===== config.mk =====
export PLATFORM = sky130hd
export DESIGN_NAME = decode_stage
export DESIGN_NICKNAME = d
export VERILOG_FILES = /design/src/rtl/decode_stage.sv
export SDC_FILE = /design/constraint.sdc
export NUM_CORES = 1
export LEC_CHECK = 0
export ABC_AREA = 1
export CAP_MARGIN = 20
export CORE_MARGIN = 10
export CORE_UTILIZATION = 45
export CTS_BUF_LIST = sky130_fd_sc_hd__clkbuf_2 sky130_fd_sc_hd__clkbuf_4 sky130_fd_sc_hd__clkbuf_8
export DETAILED_ROUTE_END_ITERATION = 8
export GPL_TIMING_DRIVEN = 0
export MAX_ROUTING_LAYER = met4
export PLACE_DENSITY = 0.7
export SETUP_SLACK_MARGIN = 0.15
export SKIP_CTS_REPAIR_TIMING = 1
export SYNTH_ARGS = -nofsm -noshare
export SYNTH_HDL_FRONTEND = slang
export SYNTH_SLANG_ARGS = --single-unit

===== constraint.sdc =====
create_clock -name i_clk -period 8 [get_ports i_clk]
set_input_delay 2 -clock i_clk [delete_from_list [all_inputs] [get_ports i_clk]]
set_output_delay 2 -clock i_clk [all_outputs]
set_load 0.01 [all_outputs]

===== src/rtl/decode_stage.sv =====
// decode_stage: DEPTH-entry instruction queue feeding an RV32/RV64 decoder with a registered valid/ready output.
// Optional DECODE_STATS_EN adds o_issue_cnt/o_illegal_cnt handshake counters.
module decode_stage #(
  parameter int XLEN  = 32,
  parameter int DEPTH = 4
) (
  input  logic            i_clk,
  input  logic            i_rst_n,
  input  logic            i_flush,
  input  logic            i_valid,
  output logic            o_ready,
  input  logic [31:0]     i_instr,
  input  logic [XLEN-1:0] i_pc,
  output logic            o_valid,
  input  logic            i_ready,
  output logic [XLEN-1:0] o_pc,
  output logic [XLEN-1:0] o_immediate,
  output logic [4:0]      o_opcode,
  output logic [2:0]      o_funct3,
  output logic [6:0]      o_funct7,
  output logic [4:0]      o_rs1,
  output logic [4:0]      o_rs2,
  output logic [4:0]      o_rd,
  output logic [1:0]      o_wb_mux,
  output logic [11:0]     o_ctrl
`ifdef DECODE_STATS_EN
  ,
  output logic [31:0]     o_issue_cnt,
  output logic [31:0]     o_illegal_cnt
`endif
);
  localparam int AW = $clog2(DEPTH);
  localparam int CW = $clog2(DEPTH + 1);
  localparam bit W64 = (XLEN == 64);
  localparam logic [4:0] OP_LOAD = 5'b00000, OP_OPI = 5'b00100, OP_AUIPC = 5'b00101,
    OP_STORE = 5'b01000, OP_OP = 5'b01100, OP_LUI = 5'b01101, OP_BR = 5'b11000,
    OP_JALR = 5'b11001, OP_JAL = 5'b11011, OP_SYS = 5'b11100, OP_OPI32 = 5'b00110,
    OP_OP32 = 5'b01110;

  logic [31:0]     q_instr [DEPTH];
  logic [XLEN-1:0] q_pc    [DEPTH];
  logic [AW-1:0]   rd_ptr, wr_ptr;
  logic [CW-1:0]   count;
  logic            push, load;
  logic [31:0]     ins, imm32;
  logic [4:0]      op;
  logic is_load, is_opi, is_auipc, is_store, is_op, is_lui, is_br, is_jalr, is_jal, is_sys;
  logic is_opi32, is_op32, legal, jump, wb, hz_rs1, hz_rs2;
  logic [XLEN-1:0] d_imm;
  logic [11:0]     d_ctrl;
  logic [1:0]      d_wb_mux;

  assign o_ready = count != CW'(DEPTH);
  assign push    = i_valid && o_ready && !i_flush;
  assign load    = count != '0 && (!o_valid || i_ready);

  always_comb begin
    ins      = q_instr[rd_ptr];
    op       = ins[6:2];
    is_load  = op == OP_LOAD;
    is_opi   = op == OP_OPI;
    is_auipc = op == OP_AUIPC;
    is_store = op == OP_STORE;
    is_op    = op == OP_OP;
    is_lui   = op == OP_LUI;
    is_br    = op == OP_BR;
    is_jalr  = op == OP_JALR;
    is_jal   = op == OP_JAL;
    is_sys   = op == OP_SYS;
    is_opi32 = W64 && op == OP_OPI32;
    is_op32  = W64 && op == OP_OP32;
    legal    = ins[1:0] == 2'b11 && (is_load || is_opi || is_auipc || is_store || is_op ||
               is_lui || is_br || is_jalr || is_jal || is_sys || is_opi32 || is_op32);
    jump     = is_jal || is_jalr;
    wb       = is_load || is_opi || is_auipc || is_op || is_lui || jump || is_opi32 || is_op32;
    hz_rs1   = is_load || is_opi || is_store || is_op || is_br || is_jalr || is_sys || is_opi32 || is_op32;
    hz_rs2   = is_br || is_store || is_op || is_op32;
    imm32    = !legal ? 32'd0 :
               (is_lui || is_auipc) ? {ins[31:12], 12'd0} :
               is_jal ? {{12{ins[31]}}, ins[19:12], ins[20], ins[30:21], 1'b0} :
               is_br ? {{20{ins[31]}}, ins[7], ins[30:25], ins[11:8], 1'b0} :
               is_store ? {{21{ins[31]}}, ins[30:25], ins[11:7]} :
               (is_load || is_opi || is_jalr || is_sys || is_opi32) ? {{21{ins[31]}}, ins[30:20]} : 32'd0;
    d_imm    = XLEN'($signed(imm32));
    d_wb_mux = is_load ? 2'b01 : jump ? 2'b10 : 2'b00;
    d_ctrl   = {!legal, is_sys, hz_rs2, hz_rs1, wb && legal, is_load && legal, is_store && legal,
                is_op || is_opi || is_opi32 || is_op32, !(is_op || is_op32),
                is_auipc || is_jal || is_br, jump && legal, is_br && legal};
  end

  always_ff @(posedge i_clk)
    if (push) begin
      q_instr[wr_ptr] <= i_instr;
      q_pc[wr_ptr]    <= i_pc;
    end

  always_ff @(posedge i_clk)
    if (!i_rst_n) begin
      rd_ptr      <= '0;
      wr_ptr      <= '0;
      count       <= '0;
      o_valid     <= 1'b0;
      o_pc        <= '0;
      o_immediate <= '0;
      o_opcode    <= '0;
      o_funct3    <= '0;
      o_funct7    <= '0;
      o_rs1       <= '0;
      o_rs2       <= '0;
      o_rd        <= '0;
      o_wb_mux    <= '0;
      o_ctrl      <= '0;
    end else if (i_flush) begin
      rd_ptr  <= '0;
      wr_ptr  <= '0;
      count   <= '0;
      o_valid <= 1'b0;
    end else begin
      wr_ptr <= wr_ptr + AW'(push);
      rd_ptr <= rd_ptr + AW'(load);
      count  <= count + CW'(push) - CW'(load);
      if (load) begin
        o_valid     <= 1'b1;
        o_pc        <= q_pc[rd_ptr];
        o_immediate <= d_imm;
        o_opcode    <= op;
        o_funct3    <= ins[14:12];
        o_funct7    <= ins[31:25];
        o_rs1       <= is_lui ? 5'd0 : ins[19:15];
        o_rs2       <= ins[24:20];
        o_rd        <= ins[11:7];
        o_wb_mux    <= d_wb_mux;
        o_ctrl      <= d_ctrl;
      end else if (i_ready) o_valid <= 1'b0;
    end

`ifdef DECODE_STATS_EN
  always_ff @(posedge i_clk)
    if (!i_rst_n) begin
      o_issue_cnt   <= '0;
      o_illegal_cnt <= '0;
    end else if (o_valid && i_ready) begin
      o_issue_cnt   <= o_issue_cnt + 32'd1;
      o_illegal_cnt <= o_illegal_cnt + 32'(o_ctrl[11]);
    end
`endif
endmodule


==> metrics <==
H-tree depth=2; die span in y=197.8 um; worst hold path type=reg -> reg; fmax=0.2494 GHz; initial antenna violation count=8; io pins=179; initial DRC count=839; met3 GRT Util=5.109%; DRC Markers=0; GRT Total Usage=20.05%; worst clock skew=0.01896 ns; Worst Path Arrival=4.31 ns; Clock Sinks=372; Max Transition Viols Final=0; dpl hpwl=27,800 um; status=completed; total power=5.686 mW; CORE AREA=31,390 sq um; nets@finish=1,601; Worst-Skew Late Latency=0.61 ns; Critical Path RT=8.30 ns; die area=39,130 sq um; clock period minus worst slack=4.010 ns; Pleak=6.570 nW; first-pass GRT wire length=58,660 um; Critical R2R Launch=count[1]; Distinct cells, synth=40; synthesized cell area=14,230 sq um; WL/cell=19.64 um; post-synthesis register bit count=372; RSZ-0062 raised after global routing=no; max-cap violations=0; Mean Syn Cell Area=11.29 sq um; DR vias=10,420; FF-to-FF setup slack=5.29 ns; port buffer count=178; Finished Core Util=57.92%; Layout area overhead=27.80%; Final period util=50.13%; Cell Count, Final, Fillers Out=1,987; CTS tree=yes; dpl ws=3.402 ns; yosys warns=0; cts bufs inserted=58; via/cell ratio=5.245; row cnt=65; worst setup path end=q_instr[3][26]; worst-margin pin slew=0.8792 ns; PnR worst setup slack=3.990 ns; startpoint types=primary input; Max rail drop VDD=0.1903 mV; Worst setup EP type=flop; GRT busiest layer=met2; critical path class=in -> reg; final wirelength=39,030 um; root buf cell=clkbuf_8; Setup-failing EPs final=0; largest net degree at the start of global routing=17; final hold vios=0; GP Congestion=0.9016; Detail Route Antenna Nets=0; worst setup path startpoint=i_flush; R2R cell count=8; syn_nets=1,334; Crit Path Max Fanout=11; share of cells above drive strength 1=13.51%; Max-Slew Margin vs Limit=41.07%; chip width=197.8 um; met2 capacity usage during global routing=32.37%; TritonRoute pass-1 iters=5; setup tns final=0 ns; dpl cells=1,869; Worst-path clk slew=0.06 ns; Clock Tree Buf Depth=3; post-synthesis sequential area ratio=70.35%; pwr dens=312.7 nW/um^2; vias in the first global route=10,250; Reg2Reg Capture Point=q_instr[3][26]; gr ovfl total=0; met1 Usage GRT=24.39%; Post-Syn Instances=1,260; starting density of the core=45.32%
[critical path, stage by stage]
cell and delay [ns]:
clkdlybuf4s50_1 0.45, inv_1 0.07, nand3_1 0.26, nor3_2 0.75, buf_4 0.36, buf_6 0.21
buf_6 0.19
[per-layer routing]
metal	routed length [um]	part of all wire, %
met1	16320	42
met2	18590	48
met3	3313	8.5
met4	810	2.1
met5	0	0
[worst min-delay path by stage]
stage / cells after the start / start / to
6_report: 2 / o_ctrl[1] / o_ctrl[1]
5_1_grt: 2 / o_funct7[5] / o_funct7[5]
4_1_cts: 2 / o_immediate[8] / o_immediate[8]
3_5_place_dp: 2 / o_immediate[8] / o_immediate[8]
3_3_place_gp: 2 / o_immediate[1] / o_immediate[1]
2_1_floorplan: 2 / o_ctrl[1] / o_ctrl[1]
[per-stage QoR]
stage	hold slack, ns	instance area, sq um
3_5_place_dp	0.4549	16850
3_3_place_gp	0.4527	16510
4_1_cts	0.4639	18160
2_1_floorplan	0.4900	14230
5_1_grt	0.4795	18180
6_report	0.4637	18180
[Yosys cell counts (all sizes together)]
cell	n	area (sq um)
o21ai	168	840.8
o2111ai	1	8.760
o211ai	3	22.52
edfxtp	256	7687
nand4	16	115.1
a21oi	66	367.8
a32oi	2	17.52
nand2	190	775.7
dfxtp	116	2322
a32o	2	20.02
xnor2	2	17.52
o22ai	54	337.8
ha	4	50.05
fa	1	20.02
xor2	1	8.760
buf	24	163.9
a31oi	2	12.51
clkinv	1	5.000
clkbuf	54	202.7
nor3	5	25.02
inv	39	148.9
or2	1	6.260
nor2	225	882.1
nand3	25	152.7
a41oi	2	17.52
[registers in the layout, summed over array words and instances, names as in the netlist, 7 cells and up]
signal,count
o_ctrl,12
q_instr,128
o_pc,32
o_funct7,7
o_immediate,32
q_pc,128
[where the power goes]
part	switching (mW)	internal [mW]
Clock	0.740	1.00
Combinational	0.976	0.594
Sequential	0.118	2.26
[layout make-up]
cell class / instances / area, sq um
Antenna cell: 8 / 20.02
Fill cell: 2663 / 13210
Clock buffer: 88 / 1080
Buffer: 78 / 366.6
Multi-Input combinational cell: 770 / 3719
Timing Repair Buffer: 207 / 2101
Inverter: 40 / 153.9
Clock inverter: 22 / 231.5
Sequential cell: 372 / 10010
Tap cell: 402 / 503.0
[layout by cell type, fill, tap and decap left out, types with 3 or more instances in the layout]
cell / instances
a21oi_1: 56
a21oi_2: 10
buf_1: 5
buf_2: 11
buf_4: 4
buf_6: 31
bufinv_16: 4
clkbuf_1: 54
clkbuf_4: 21
clkbuf_8: 67
clkdlybuf4s50_1: 178
clkinv_2: 14
dfxtp_1: 116
diode_2: 8
edfxtp_1: 256
ha_1: 4
inv_1: 34
inv_2: 4
nand2_1: 167
nand2_2: 22
nand3_1: 21
nand3_2: 3
nand4_1: 15
nor2_1: 218
nor2_2: 3
nor2_4: 4
nor3_2: 4
o211ai_1: 3
o21ai_0: 162
o21ai_1: 6
o22ai_1: 54
[kinds of logic (layout without fill, tap and decap cells)]
group,after synthesis,in the layout,synth area share [%]
other cells,0,8,0
simple gates,462,462,13.75
xor+xnor,3,3,0.1847
buf+inv,118,435,3.658
fa+ha+maj,5,5,0.4925
flops,372,372,70.35
compound gates,300,300,11.56
Power figures use the tool's default switching activity.
